===== config.mk =====
export PLATFORM = sky130hd
export DESIGN_NAME = mul_seq_16_flat
export DESIGN_NICKNAME = d
export VERILOG_FILES = /design/src/rtl/mul_seq_16_if.sv /design/src/rtl/mul_seq_16.sv /design/src/flat_wrapper.sv
export SDC_FILE = /design/constraint.sdc
export NUM_CORES = 1
export LEC_CHECK = 0
export BUFFER_PORTS_ARGS = -buffer_cell sky130_fd_sc_hd__buf_2
export CELL_PAD_IN_SITES_DETAIL_PLACEMENT = 1
export CELL_PAD_IN_SITES_GLOBAL_PLACEMENT = 1
export CORE_ASPECT_RATIO = 1.5
export CORE_MARGIN = 2
export CORE_UTILIZATION = 38
export CTS_CLUSTER_SIZE = 8
export DETAILED_ROUTE_END_ITERATION = 8
export PLACE_DENSITY = 0.94
export SLEW_MARGIN = 10
export SYNTH_ARGS = -nofsm -noshare
export SYNTH_HDL_FRONTEND = slang
export SYNTH_SLANG_ARGS = --single-unit

===== constraint.sdc =====
create_clock -name clk -period 3.85 [get_ports clk]
set_input_delay 0.385 -clock clk [delete_from_list [all_inputs] [get_ports clk]]
set_output_delay 0.385 -clock clk [all_outputs]
set_load 0.1 [all_outputs]

===== src/rtl/mul_seq_16_if.sv =====
`default_nettype none
// ============================================================================
// Module      : mul_seq_16_if
// Description : Operand/result handshakes plus the external adder operand
//               and sum lines for the sequential multiplier.
// Revision    : 1.0 - initial release
// ============================================================================
interface mul_seq_16_if #(
    parameter int WIDTH = 16
);
    logic             in_valid;
    logic             in_ready;
    logic [WIDTH-1:0] a;
    logic [WIDTH-1:0] b;
    logic             out_valid;
    logic             out_ready;
    logic [WIDTH-1:0] product;
    logic             busy;
    logic [WIDTH-1:0] add_x;
    logic [WIDTH-1:0] add_y;
    logic [WIDTH-1:0] add_sum;

    // Environment side: operand source, result sink and the adder.
    modport master (
        output in_valid, a, b, out_ready, add_sum,
        input  in_ready, out_valid, product, busy, add_x, add_y
    );

    // Multiplier side.
    modport slave (
        input  in_valid, a, b, out_ready, add_sum,
        output in_ready, out_valid, product, busy, add_x, add_y
    );
endinterface
`default_nettype wire


===== src/rtl/mul_seq_16.sv =====
`default_nettype none
// ============================================================================
// Module      : mul_seq_16
// Description : Shift-and-add multiplier using an external 16-bit adder;
//               returns (a*b) mod 2^WIDTH after a fixed WIDTH-cycle run.
// Revision    : 1.0 - initial release
// ============================================================================
module mul_seq_16 #(
    parameter int WIDTH = 16
) (
    input  wire          clk,
    input  wire          rst,
    mul_seq_16_if.slave  bus
);
    localparam int CNT_W = $clog2(WIDTH) + 1;
    localparam logic [CNT_W-1:0] c_last = CNT_W'(WIDTH - 1);

    typedef enum logic [1:0] {
        S_IDLE = 2'd0,
        S_RUN  = 2'd1,
        S_DONE = 2'd2
    } state_t;

    state_t           r_state;
    state_t           w_state_nxt;
    logic [WIDTH-1:0] r_acc;
    logic [WIDTH-1:0] r_mcand;
    logic [WIDTH-1:0] r_mplier;
    logic [CNT_W-1:0] r_cnt;

    logic             w_in_ready;
    logic             w_out_valid;
    logic             w_busy;
    logic [WIDTH-1:0] w_add_x;
    logic [WIDTH-1:0] w_add_y;

    always_ff @(posedge clk) begin
        if (rst) begin
            r_state <= S_IDLE;
        end else begin
            r_state <= w_state_nxt;
        end
    end

    // Handshake outputs depend on state only, never on in_valid/out_ready.
    always_comb begin
        w_state_nxt = r_state;
        w_in_ready  = 1'b0;
        w_out_valid = 1'b0;
        w_busy      = 1'b0;
        w_add_x     = '0;
        w_add_y     = '0;
        case (r_state)
            S_IDLE: begin
                w_in_ready = 1'b1;
                if (bus.in_valid) begin
                    w_state_nxt = S_RUN;
                end
            end
            S_RUN: begin
                w_busy  = 1'b1;
                w_add_x = r_acc;
                w_add_y = r_mplier[0] ? r_mcand : '0;
                if (r_cnt == c_last) begin
                    w_state_nxt = S_DONE;
                end
            end
            S_DONE: begin
                w_busy      = 1'b1;
                w_out_valid = 1'b1;
                if (bus.out_ready) begin
                    w_state_nxt = S_IDLE;
                end
            end
            default: begin
                w_state_nxt = S_IDLE;
            end
        endcase
    end

    always_ff @(posedge clk) begin
        if (rst) begin
            r_acc    <= '0;
            r_mcand  <= '0;
            r_mplier <= '0;
            r_cnt    <= '0;
        end else begin
            case (r_state)
                S_IDLE: begin
                    if (bus.in_valid) begin
                        r_acc    <= '0;
                        r_mcand  <= bus.a;
                        r_mplier <= bus.b;
                        r_cnt    <= '0;
                    end
                end
                S_RUN: begin
                    // Always WIDTH iterations, even once the multiplier is exhausted.
                    r_acc    <= bus.add_sum;
                    r_mcand  <= r_mcand << 1;
                    r_mplier <= r_mplier >> 1;
                    r_cnt    <= r_cnt + 1'b1;
                end
                default: begin
                end
            endcase
        end
    end

    assign bus.in_ready  = w_in_ready;
    assign bus.out_valid = w_out_valid;
    assign bus.busy      = w_busy;
    assign bus.product   = r_acc;
    assign bus.add_x     = w_add_x;
    assign bus.add_y     = w_add_y;
endmodule
`default_nettype wire


===== src/flat_wrapper.sv =====
// flat-port wrapper written by rule: the top's interface ports become plain ports
module mul_seq_16_flat 
#(
    parameter int WIDTH = 16
)
  (clk, rst, bus_in_valid, bus_a, bus_b, bus_out_ready, bus_add_sum, bus_in_ready, bus_out_valid, bus_product, bus_busy, bus_add_x, bus_add_y);
  mul_seq_16_if #(.WIDTH(WIDTH)) bus_i ();
  input  wire clk;
  input  wire rst;
  input wire logic [$bits(bus_i.in_valid)-1:0] bus_in_valid;
  input wire logic [$bits(bus_i.a)-1:0] bus_a;
  input wire logic [$bits(bus_i.b)-1:0] bus_b;
  input wire logic [$bits(bus_i.out_ready)-1:0] bus_out_ready;
  input wire logic [$bits(bus_i.add_sum)-1:0] bus_add_sum;
  output wire logic [$bits(bus_i.in_ready)-1:0] bus_in_ready;
  output wire logic [$bits(bus_i.out_valid)-1:0] bus_out_valid;
  output wire logic [$bits(bus_i.product)-1:0] bus_product;
  output wire logic [$bits(bus_i.busy)-1:0] bus_busy;
  output wire logic [$bits(bus_i.add_x)-1:0] bus_add_x;
  output wire logic [$bits(bus_i.add_y)-1:0] bus_add_y;
  assign bus_i.in_valid = bus_in_valid;
  assign bus_i.a = bus_a;
  assign bus_i.b = bus_b;
  assign bus_i.out_ready = bus_out_ready;
  assign bus_i.add_sum = bus_add_sum;
  assign bus_in_ready = bus_i.in_ready;
  assign bus_out_valid = bus_i.out_valid;
  assign bus_product = bus_i.product;
  assign bus_busy = bus_i.busy;
  assign bus_add_x = bus_i.add_x;
  assign bus_add_y = bus_i.add_y;
  mul_seq_16 #(.WIDTH(WIDTH)) u_core (.clk(clk), .rst(rst), .bus(bus_i));
endmodule

==> impl_metrics.tcl <==
set metrics [dict create \
    r2r-end "u_core.r_mcand[12]" \
    synth-xor-area-share_pct 0 \
    io_pins 103 \
    layout_setup_ws_ps 1265 \
    synth-compound-area-share_pct 17.37 \
    cts.htree.levels 2 \
    criticalPathCategory "flip-flop to output port" \
    ant_nets 0 \
    ys_types 24 \
    grt_pass1_wl_um 10980 \
    antenna_found_initial 0 \
    synth_seq_cells 55 \
    slowest_delay_ps 430 \
    syn_to_final_growth_pct 24.80 \
    final-setup-viol-count 0 \
    reg2reg_depth 5 \
    arrival_ps 2200 \
    clock.fmax_mhz 386.9 \
    hold_viol 0 \
    hp-class "input pin to flip-flop" \
    leakage_nw 1.504 \
    avgSynthCellArea_um2 9.134 \
    synthCells 280 \
    clock_latency_ps 300 \
    cts_resized 0 \
    grtUsageMet2_pct 31.58 \
    routedWlPerCell_um 15.14 \
    use_met3_pct 3.585 \
    worst_path_max_delay_cell "buf_2" \
    die_h_um 104.5 \
    cap_violations 0 \
    clock_skew_ps 11.25 \
    total_power_mw 1.921 \
    overflow 0 \
    peakVddDrop_mv 0.2593 \
    antenna_cells 0 \
    cts_tree "yes" \
    worst_slew_pin_slew_ps 1080 \
    multi_input_area_um2 1326 \
    ys_seq_area_share_pct 43.05 \
    synth.area.mux_share_pct 12.57 \
    nNetsFinal 421 \
    syn_nets 337 \
    design_area_um2 3192 \
    rows 36 \
    gp_congestion 0.7460 \
    placed_area_um2 3074 \
    p_per_area_nw_per_um2 601.9 \
    period_minus_slack_ps 2585 \
    vias 2386 \
    ys_warn_count 0 \
    worstReg2RegStart "u_core.r_state[1]" \
    cts_buffers 5 \
    grt_max_degree 64 \
    cp_num_buf_inv 3 \
    crit_family "buffers and inverters" \
    dp_slack_ps 1577 \
    design.core.area_um2 6486 \
    drive_gt1_share_pct 31.78 \
    busiest_layer "met2" \
    ctsHoldBuffers 0 \
    path_cells "inv_1, ha_4, buf_4, and3_1, buf_2" \
    finalCritPeriodShare_pct 67.13 \
    drt_first_pass_iters 4 \
    status "complete, no violations" \
    vias_per_cell 5.410 \
    cp_max_fo 32 \
    port_buffers 102 \
    die_width_um 70.99 \
    synthesis.area_um2 2557 \
    dp_hpwl_um 4787 \
    root_buffer "clkbuf_8" \
    drt_iter0_markers 65 \
    fin_util_pct 49.21 \
    hold_path_depth 3 \
    drv_slew 0 \
    fill_cells 801 \
    clockBufferDepth 2 \
    final.setup.tns_ps 0 \
    slew-limit-headroom_pct 28.00 \
    cp-start-kind "flip-flop" \
    seq_area_um2 1101 \
    rsz0062_at_grt "no" \
    post-route-drc-count 0 \
    synth_top_family_by_area "simple AND/OR/NAND/NOR gates" \
    reg2reg_slack_ps 1560 \
    synthSimpleGateAreaFrac_pct 18.84 \
    synth-adder-area-share_pct 2.446 \
    start_util_pct 39.43 \
    grt_usage_pct 17.69 \
    crit_path_end_kind "output port" \
    clock-sinks 55 \
    cts_setup_buffers 0 \
    drt_wl_total_um 6678 \
    path_clk_slew_ps 100 \
    grt_pass1_vias 2346 \
    hold_end "u_core.bus.product[3]" \
    hold_path_startpoint "bus_add_sum[3]" \
    crit_required_ps 3460 \
    met1_usage_pct 21.62 \
    dieArea_um2 7416 \
]
## logic make-up after synthesis
family / count (synthesis)
flip-flops: 55
AND/OR/NAND/NOR: 98
AO/OA/AOI/OAI: 57
multiplexers: 32
buffers and inverters: 33
adder cells (fa/ha/maj): 5
## cell type report
type | instances | share of cell area [%]
Multi-Input combinational cell | 192 | 41.55
Sequential cell | 55 | 34.50
Timing Repair Buffer | 105 | 16.70
Tap cell | 76 | 2.979
Clock buffer | 6 | 2.587
Clock inverter | 2 | 1.098
Inverter | 5 | 0.5880
## worst max-delay path by stage
stage,startpoint,to,cells after the start
after floorplan,u_core.r_state[1],bus_add_y[0],6
after global placement,u_core.r_state[1],bus_add_y[0],5
after detailed placement,u_core.r_state[1],u_core.r_mcand[10],5
after CTS,u_core.r_state[1],bus_add_y[1],5
after global routing,u_core.r_state[1],bus_add_y[7],5
final,u_core.r_state[1],bus_add_y[14],5
## synthesized netlist by cell type
cell type	count	share of area, %
dfxtp_1	55	43
nor2_1	48	7.0
mux2i_1	31	12
a211oi_1	30	8.8
a32oi_1	18	6.2
and3_1	17	4.2
and2_1	16	3.9
clkbuf_1	14	2.1
buf_2	12	2.3
ha_1	5	2.4
inv_1	5	0.73
nand2_1	5	0.73
nand3_1	4	0.78
a21oi_1	3	0.59
a31oi_1	3	0.73
nand2b_1	3	0.73
a311oi_1	2	0.69
buf_4	2	0.59
nand3b_1	2	0.59
a41o_1	1	0.39
mux2_2	1	0.44
nand4b_1	1	0.34
nor2b_1	1	0.24
or4_1	1	0.29
## metal layers
| layer | wire (um) | share of wire [%] |
|---|---|---|
| met5 | 0 | 0 |
| met4 | 40 | 0.60 |
| met3 | 415 | 6.2 |
| met2 | 3478 | 52 |
| met1 | 2743 | 41 |
## power by group
group	internal [mW]	switching [mW]
Clock	0.211	0.185
Combinational	0.225	0.562
Sequential	0.667	0.0720
## per-stage QoR
| step | hold WS (ps) | std cells |
|---|---|---|
| 2_1_floorplan | 431.6 | 280 |
| 3_3_place_gp | 446.0 | 433 |
| 3_5_place_dp | 469.9 | 433 |
| 4_1_cts | 334.2 | 441 |
| 5_1_grt | 357.7 | 441 |
| 6_report | 346.7 | 441 |
## flip-flops by register name, summed over array words and instances, names as in the netlist
name,count
u_core.r_mplier,16
u_core.r_cnt,5
u_core.r_mcand,16
u_core.bus.product,16
u_core.r_state,2
## worst reg2reg max path, delay by kind of cell, from the launching register on
kind,cells,cell delay [ps]
multiplexers,1,980
AO/OA/AOI/OAI,1,270
AND/OR/NAND/NOR,1,110
adder cells (fa/ha/maj),1,380
buffers and inverters,1,110
flip-flops,1,340
## layout by cell type, fill, tap and decap left out
cell type,instances
clkbuf_8,6
inv_1,5
a311oi_1,2
ha_4,1
and3_1,17
a31oi_1,3
mux2_2,1
nand2_1,5
nand3b_1,2
buf_4,3
buf_2,102
a41o_1,1
nor2b_1,1
or4_1,1
a32oi_1,18
and2_1,16
nand3_1,4
dfxtp_1,55
mux2i_1,30
ha_1,4
clkinv_2,1
nand2b_1,3
nand4b_1,1
a21oi_1,3
nor2_1,48
mux2i_2,1
a211oi_1,30
bufinv_16,1
Note: power is estimated with default switching activity, not from simulation.
